--- src/rtl/uart_rx_buffer_if.sv ---
// Signal bundle between the UART receiver, the rx buffer and the host.
// The slave view belongs to the buffer; the master view is the UART/host side.
interface uart_rx_buffer_if #(
  parameter int WORD_LENGTH = 8,
  parameter int DEPTH_LOG2  = 4
);
  logic                   RX_FLAG;
  logic [WORD_LENGTH-1:0] DATARX;
  logic                   ParityError;
  logic                   Clear_RX_Flag;
  logic                   Pop;
  logic [WORD_LENGTH-1:0] DataOut;
  logic                   DataOutPErr;
  logic                   Empty;
  logic                   Full;
  logic [DEPTH_LOG2:0]    Count;
  logic                   Overflow;
  logic                   Clear_Overflow;

  modport master (
    output RX_FLAG, DATARX, ParityError, Pop, Clear_Overflow,
    input  Clear_RX_Flag, DataOut, DataOutPErr, Empty, Full, Count, Overflow
  );

  modport slave (
    input  RX_FLAG, DATARX, ParityError, Pop, Clear_Overflow,
    output Clear_RX_Flag, DataOut, DataOutPErr, Empty, Full, Count, Overflow
  );
endinterface

--- src/rtl/uart_rx_buffer.sv ---
// Captures each UART byte (plus its parity status) into a first-word fall-through
// FIFO and acknowledges the UART with a one-cycle Clear_RX_Flag pulse.
module uart_rx_buffer #(
  parameter int WORD_LENGTH     = 8,
  parameter int DEPTH_LOG2      = 4,
  parameter bit DROP_PARITY_ERR = 1'b0
) (
  input logic             clk,
  input logic             reset,
  uart_rx_buffer_if.slave bus
);
  localparam int DEPTH = 1 << DEPTH_LOG2;
  localparam logic [DEPTH_LOG2:0] FULL_CNT = {1'b1, {DEPTH_LOG2{1'b0}}};

  typedef struct packed {
    logic                   perr;
    logic [WORD_LENGTH-1:0] data;
  } entry_t;

  typedef enum logic [1:0] {IDLE, CAPTURE, CLEAR, WAIT_LOW} state_t;

  state_t                state;
  entry_t                mem [DEPTH];
  logic [DEPTH_LOG2-1:0] wr_ptr, rd_ptr;
  logic [DEPTH_LOG2:0]   count;
  logic                  clear_q, overflow_q;
  logic                  empty, full, do_pop, drop, wr_en, reject;

  assign empty  = (count == '0);
  assign full   = (count == FULL_CNT);
  assign do_pop = bus.Pop && !empty;
  assign drop   = DROP_PARITY_ERR && bus.ParityError;
  // A pop in the capture cycle frees the head slot in time for the write.
  assign wr_en  = (state == CAPTURE) && !drop && (!full || do_pop);
  assign reject = (state == CAPTURE) && !drop && full && !do_pop;

  always_ff @(posedge clk or negedge reset) begin
    if (!reset) begin
      state   <= IDLE;
      clear_q <= 1'b0;
    end else begin
      case (state)
        IDLE: begin
          clear_q <= 1'b0;
          if (bus.RX_FLAG) state <= CAPTURE;
        end
        CAPTURE: begin
          clear_q <= 1'b1;
          state   <= CLEAR;
        end
        CLEAR: begin
          clear_q <= 1'b0;
          state   <= WAIT_LOW;
        end
        // Holding here until the flag drops keeps it to one write per frame.
        WAIT_LOW: begin
          clear_q <= 1'b0;
          if (!bus.RX_FLAG) state <= IDLE;
        end
        default: begin
          clear_q <= 1'b0;
          state   <= IDLE;
        end
      endcase
    end
  end

  always_ff @(posedge clk or negedge reset) begin
    if (!reset) begin
      for (int i = 0; i < DEPTH; i++) mem[i] <= '0;
      wr_ptr     <= '0;
      rd_ptr     <= '0;
      count      <= '0;
      overflow_q <= 1'b0;
    end else begin
      if (wr_en) begin
        mem[wr_ptr] <= '{perr: bus.ParityError, data: bus.DATARX};
        wr_ptr      <= wr_ptr + 1'b1;
      end
      if (do_pop) rd_ptr <= rd_ptr + 1'b1;
      case ({wr_en, do_pop})
        2'b10:   count <= count + 1'b1;
        2'b01:   count <= count - 1'b1;
        default: count <= count;
      endcase
      // Set has priority over a same-cycle clear so no loss goes unreported.
      if (reject)                  overflow_q <= 1'b1;
      else if (bus.Clear_Overflow) overflow_q <= 1'b0;
    end
  end

  assign bus.Clear_RX_Flag = clear_q;
  assign bus.DataOut       = mem[rd_ptr].data;
  assign bus.DataOutPErr   = mem[rd_ptr].perr;
  assign bus.Empty         = empty;
  assign bus.Full          = full;
  assign bus.Count         = count;
  assign bus.Overflow      = overflow_q;
endmodule

--- src/flat_wrapper.sv ---
// flat-port wrapper written by rule: the top's interface ports become plain ports
module uart_rx_buffer_flat 
#(
  parameter int WORD_LENGTH     = 8,
  parameter int DEPTH_LOG2      = 4,
  parameter bit DROP_PARITY_ERR = 1'b0
)
  (clk, reset, bus_RX_FLAG, bus_DATARX, bus_ParityError, bus_Pop, bus_Clear_Overflow, bus_Clear_RX_Flag, bus_DataOut, bus_DataOutPErr, bus_Empty, bus_Full, bus_Count, bus_Overflow);
  uart_rx_buffer_if #(.WORD_LENGTH(WORD_LENGTH), .DEPTH_LOG2(DEPTH_LOG2)) bus_i ();
  input logic clk;
  input logic reset;
  input wire logic [$bits(bus_i.RX_FLAG)-1:0] bus_RX_FLAG;
  input wire logic [$bits(bus_i.DATARX)-1:0] bus_DATARX;
  input wire logic [$bits(bus_i.ParityError)-1:0] bus_ParityError;
  input wire logic [$bits(bus_i.Pop)-1:0] bus_Pop;
  input wire logic [$bits(bus_i.Clear_Overflow)-1:0] bus_Clear_Overflow;
  output wire logic [$bits(bus_i.Clear_RX_Flag)-1:0] bus_Clear_RX_Flag;
  output wire logic [$bits(bus_i.DataOut)-1:0] bus_DataOut;
  output wire logic [$bits(bus_i.DataOutPErr)-1:0] bus_DataOutPErr;
  output wire logic [$bits(bus_i.Empty)-1:0] bus_Empty;
  output wire logic [$bits(bus_i.Full)-1:0] bus_Full;
  output wire logic [$bits(bus_i.Count)-1:0] bus_Count;
  output wire logic [$bits(bus_i.Overflow)-1:0] bus_Overflow;
  assign bus_i.RX_FLAG = bus_RX_FLAG;
  assign bus_i.DATARX = bus_DATARX;
  assign bus_i.ParityError = bus_ParityError;
  assign bus_i.Pop = bus_Pop;
  assign bus_i.Clear_Overflow = bus_Clear_Overflow;
  assign bus_Clear_RX_Flag = bus_i.Clear_RX_Flag;
  assign bus_DataOut = bus_i.DataOut;
  assign bus_DataOutPErr = bus_i.DataOutPErr;
  assign bus_Empty = bus_i.Empty;
  assign bus_Full = bus_i.Full;
  assign bus_Count = bus_i.Count;
  assign bus_Overflow = bus_i.Overflow;
  uart_rx_buffer #(.WORD_LENGTH(WORD_LENGTH), .DEPTH_LOG2(DEPTH_LOG2), .DROP_PARITY_ERR(DROP_PARITY_ERR)) u_core (.clk(clk), .reset(reset), .bus(bus_i));
endmodule
--- config.mk ---
export PLATFORM = sky130hd
export DESIGN_NAME = uart_rx_buffer_flat
export DESIGN_NICKNAME = d
export VERILOG_FILES = /design/src/rtl/uart_rx_buffer_if.sv /design/src/rtl/uart_rx_buffer.sv /design/src/flat_wrapper.sv
export SDC_FILE = /design/constraint.sdc
export NUM_CORES = 1
export LEC_CHECK = 0
export CAP_MARGIN = 20
export CORE_AREA = 8 8 130 132
export CTS_BUF_LIST = sky130_fd_sc_hd__clkbuf_16
export DETAILED_ROUTE_END_ITERATION = 6
export DIE_AREA = 0 0 138 140
export PLACE_DENSITY = 0.74
export SLEW_MARGIN = 10
export SYNTH_ARGS = -nofsm -noshare
export SYNTH_HDL_FRONTEND = slang
export SYNTH_SLANG_ARGS = --single-unit
--- constraint.sdc ---
create_clock -name clk -period 2.75 [get_ports clk]
set_input_delay 0.55 -clock clk [delete_from_list [all_inputs] [get_ports clk]]
set_output_delay 0.55 -clock clk [all_outputs]
set_load 0.01 [all_outputs]
# Yosys cells after proc, flatten, opt, wreduce, memory -nomap -nowiden

Index checks and enable logic that the tools add are counted.

$add $sub $neg: 4
Magnitude comparators: 3
Equal/unequal tests: 8
Mux-type cells: 13
Bitwise gates (word level): 2
Reduce and logical (&&, ||, !) cells: 15

Operator list:

| operator                                                    | number |
|---|---|
| bitwise mux 144 bit                                         | 1 |
| binary-select mux 9 bit (select 4 bit)                      | 1 |
| demux 9 bit (select 4 bit)                                  | 1 |
| two-way mux 9 bit                                           | 3 |
| >= comparator 5 bit (second input constant)                 | 2 |
| inverter 4 -> 5 bit                                         | 2 |
| one-hot mux 5 bit (2 select lines)                          | 1 |
| adder 4 x 1 -> 4 bit (second input constant)                | 2 |
| one-hot mux 2 bit (4 select lines)                          | 1 |
| equality test 2 bit (second input constant)                 | 3 |
| adder 5 x 1 -> 5 bit (second input constant)                | 1 |
| equality test 5 bit (second input constant)                 | 1 |
| logical AND 1 bit                                           | 5 |
| logical NOT 5 bit                                           | 1 |
| less-than comparator 5 x 1 -> 1 bit (second input constant) | 1 |
| subtractor 5 x 1 -> 5 bit (second input constant)           | 1 |
| equality test 2 x 1 -> 1 bit (second input constant)        | 2 |
| two-way mux 2 bit                                           | 2 |
| != test 2 bit (second input constant)                       | 2 |
| nonzero test 2 bit                                          | 2 |
| logical NOT 1 bit                                           | 3 |
| OR reduction 3 bit                                          | 1 |
| logical NOT 2 bit                                           | 1 |
| two-way mux 1 bit                                           | 2 |
| other kinds (3)                                             | 3 |

Register bits after elaboration: 161
Input port bits: 14
Output and inout bits: 18
Logic and storage cells: 83

# Longest topological paths before layout

Depth after elaboration: 7
Mapped depth: 12
Mapped depth without buffers: 10

# Least setup slack after synthesis

No wires, ideal clock.

Path kind: register -> register
From: reg u_core.count[1] (netlist: u_core.bus.Count[1])
To: reg u_core.count[4] (netlist: u_core.bus.Count[4])
Setup time: 0.129 ns
Arrival: 2.723 ns
Data required time: 2.621 ns
Path slack: -0.102 ns
Stages on the path, launching flop included: 12
Path buffers: 2
Cell sequence: dfrtp_1 > buf_6 > or4_4 > o21a_1 > ha_1 > clkbuf_1 > xor2_1 > ha_1 > nor2b_1 > o31a_1 > a2bb2oi_1 > xnor2_1

Cells in the longest elaborated chain, start to end: 7
Elaborated cells between the ends (all ways): 13

RTL lines:

| item                                                                            | RTL line             | RTL |
|---|---|---|
| from (decl)                                                                     | uart_rx_buffer.sv:25 | `logic [DEPTH_LOG2:0] count;` |
| from (signal assigned)                                                          | uart_rx_buffer.sv:82 | `2'b10: count <= count + 1'b1;` |
| from (signal assigned)                                                          | uart_rx_buffer.sv:83 | `2'b01: count <= count - 1'b1;` |
| from (signal assigned)                                                          | uart_rx_buffer.sv:84 | `default: count <= count;` |
| logical NOT 5 bit *                                                             | uart_rx_buffer.sv:29 | `assign empty = (count == '0);` |
| logical NOT 1 bit *                                                             | uart_rx_buffer.sv:31 | `assign do_pop = bus.Pop && !empty;` |
| logical AND 1 bit *                                                             | uart_rx_buffer.sv:31 |  |
| via u_core.do_pop                                                               | uart_rx_buffer.sv:27 | `logic empty, full, do_pop, drop, wr_en, reject;` |
| logical OR 1 bit                                                                | uart_rx_buffer.sv:34 | `assign wr_en = (state == CAPTURE) && !drop && (!full \|\| do_pop);` |
| logical AND 1 bit                                                               | uart_rx_buffer.sv:34 |  |
| equality test 2 x 1 -> 1 bit / equality test 2 bit (equally long branches)      | uart_rx_buffer.sv:81 | `case ({wr_en, do_pop})` |
| one-hot mux 5 bit (2 select lines) / nonzero test 2 bit (equally long branches) | n/a                  |  |

The timed path passes the listed nets; every way through them passes the cells marked *.
A chain may end at the register's enable or synchronous reset.

# Worst setup path in the final report

From: reg u_core.rd_ptr[0]
To: out bus_DataOutPErr

Cells in the longest elaborated chain, start to end: 4

RTL lines:

| item                                      | RTL line             | RTL |
|---|---|---|
| from (decl)                               | uart_rx_buffer.sv:24 | `logic [DEPTH_LOG2-1:0] wr_ptr, rd_ptr;` |
| from (signal assigned)                    | uart_rx_buffer.sv:80 | `if (do_pop) rd_ptr <= rd_ptr + 1'b1;` |
| inverter 4 -> 5 bit (not written as such) | uart_rx_buffer.sv:94 | `assign bus.DataOutPErr = mem[rd_ptr].perr;` |
| binary-select mux 9 bit (select 4 bit)    | uart_rx_buffer.sv:94 |  |
| two-way mux 9 bit (2 in series)           | n/a                  |  |
| to (decl)                                 | flat_wrapper.sv:19   | `output wire logic [$bits(bus_i.DataOutPErr)-1:0] bus_DataOutPErr;` |

No other way between the ends. The select of a mux whose other input is x is not followed.

==> results.md <==
* CP max-delay cell: mux4_2
* Fin crit period at around 2700 ps
* Die H at 140 um
* Startpoint Class: flip-flop
* GRT overflow at 0
* Status: complete, no violations
* CP top delay family: multiplexers
* CP Max Fanout at 4
* R2R depth at 9
* Critical path capture point type: primary output
* Prevailing post-synth register cell: dfrtp_1
* CTS tree: built
* Max-cap violations at 0
* Wirelength, routed at 17,800 um
* Arr. time, crit path at 2110 ps
* Clk buf depth at 2
* Routability cong. at slightly below 0.8
* Multi-input logic area at 0.00380 mm^2
* CTS root buf: clkbuf_16
* Fmax at 0.376 GHz
* Die Width at 138 um
* CTS buffer count at 17
* Initial antenna violation count at 0
* Buf/Inv on CP at 3
* Unique cell type count in the Yosys netlist at 44
* Post-Syn Instances at 501
* # DRC at 0
* Register area at between 0.004 and 0.005 mm^2
* Largest net degree at the start of global routing at 57
* Vias per Instance at 5.86
* Clk_lat worst skew at approximately 440 ps
* Slew @ Worst Pin at 627 ps
* Core area at 0.0149 mm^2
* Layout area overhead at 19.2%
* #FFs+latches synth at about 160
* Synthesis Warnings at 0
* Vias at 4,592
* Max Slew Vio Count at 0
* Drt first pass iters at 4
* Skew final at 8.50 ps
* Setup violators final at 0
* Hpwl dp at 11,400 um
* CP Data Required Time at roughly 2200 ps
* CP peak stage delay at 510 ps
* Worst relative slew slack at 58.1%
* Post-synthesis average cell area at 15.9 um^2
* Worst Path Class, Setup: flip-flop to primary output
* Die ar. at 0.0193 mm^2
* Overall Global Routing Usage at about 19%
* Avg WL per Cell at approximately 23 um
* CTS sink count at 161
* Tcrit/Tclk final at 96.8%
* 1st-iter DRT viols at 255
* Worst-path clk slew at ~60 ps
* EDFF count, synth at 0
* Pleak at 4.08 nW
* Io pins at 32
* RSZ-0062 raised after global routing: false
* WHS at 72.9 ps
* Post-synth net total at 529
* Ys async rst share at 100%
* Share of cells above drive strength 1 at 52.9%
* Levels on crit path at 6
* First-pass GRT wire length at 28,900 um
* H-tree depth at 4
* Cell row count at 45
* Tightest Hold Check Type: input pin to async pin
* Share of the yosys chip area belonging to registers at 50.6%
* Antenna diodes at 0
* Setup_tns at 0 ps
* Most frequent cells in the layout: 160 x dfrtp_1, 75 x mux2_2, 72 x mux2_4
* Post-route ant nets at 0
* Buffers on Ports at 31
* Worst vdd ir at 694 uV
* Final hold violations at 0
* Worst path cell trace: buf_12, buf_4, mux4_2, a22oi_2, nand2_1, buf_2
* Nets at 611
* Layout fillers at between 1,000 and 1,500
* Commonest non-fill, non-tap cell in the layout: dfrtp_1
* Post-Syn Area at 0.00796 mm^2
* Initial core utilization at 53.5%
* Vias in the first global route at 5,113
* Pwr/cell area at about 1200 mW/mm^2
[path summary, 6_finish.rpt]
path,endpoint,slack (ps),from
worst max-delay path,bus_DataOutPErr,90,u_core.rd_ptr[0]
worst min-delay path,u_core.mem[85],70,reset
worst max register to register,u_core.bus.Count[4],220,u_core.bus.Count[0]
worst min register to register,u_core.mem[112],500,u_core.mem[112]
max in group asynchronous,u_core.mem[34],1990,reset
min in group clk,u_core.mem[112],500,u_core.mem[112]
[synth_stat cells (5+ instances only)]
cell,number,area [um^2]
dfrtp_1,161,4030
mux2_2,75,845
mux2_4,72,1080
mux4_2,36,811
nand2_1,20,75.1
a22oi_1,18,135
ha_1,14,175
clkbuf_1,11,41.3
nor3_4,8,130
clkdlybuf4s50_2,7,78.8
nor2_1,7,26.3
xnor2_1,6,52.6
inv_1,5,18.8
nand4_1,5,31.3
o21ai_0,5,25.0
xor2_1,5,43.8
[where the power goes]
part / leakage [nW] / internal, mW / switching (mW) / total (mW)
Combinational: 1.91 / 3.25 / 2.16 / 5.42
Sequential: 1.93 / 3.53 / 0.717 / 4.25
Clock: 0.252 / 1.21 / 0.944 / 2.16
[cells by family after synthesis]
logic type	count (synthesis)	share of synthesized area, %
buf+inv	33	2.70
simple gates	64	5.69
fa+ha+maj	14	2.20
mux	184	34.5
flops	161	50.6
compound gates	34	3.07
xor+xnor	11	1.21
[area by class of cell]
cell class	instances	area share, %
Multi-Input combinational cell	307	40.1
Sequential cell	161	42.5
Inverter	5	0.198
Timing Repair Buffer	91	9.23
Clock inverter	14	1.06
Tap cell	188	2.48
Clock buffer	17	4.49
[metrics by stage]
step / power, mW / util [%] / setup slack, ps / area (um^2) / instances
finish: 11.8 / 63.8 / 87.9 / 9480 / 783
global route: 12.5 / 63.8 / 4.64 / 9480 / 783
CTS: 11.9 / 63.9 / -55.7 / 9500 / 783
detailed placement: 9.38 / 58.8 / -8.29 / 8740 / 738
global placement: 9.16 / 58.8 / 119 / 8740 / 738
floorplan: 7.71 / - / 14.5 / 7970 / 501
[registers in the layout, summed over array words and instances, names as in the netlist]
| name | cells |
|---|---|
| u_core.mem | 144 |
| u_core.bus.Count | 5 |
| u_core.rd_ptr | 4 |
| u_core.wr_ptr | 4 |
| u_core.state | 2 |
| u_core.bus.Clear_RX_Flag | 1 |
| u_core.bus.Overflow | 1 |
[routing by layer]
metal | track usage [%] | vias to the layer above | part of all wire [%]
li1 | - | 2030 | -
met3 | 4.43 | 19 | 5.7
met4 | 7.67 | 0 | 1.7
met5 | 0 | - | 0
met2 | 31.2 | 105 | 51
met1 | 25.0 | 2438 | 42
[what timing repair did]
action / CTS / global route
gates cloned: 1 / 0
gates resized for setup: 38 / 14
hold buffers: 0 / 0
buffers inserted: 13 / 0
pin swaps: 7 / 1
setup endpoints to repair: 9 / 9
(Power assumes the default switching activity.)
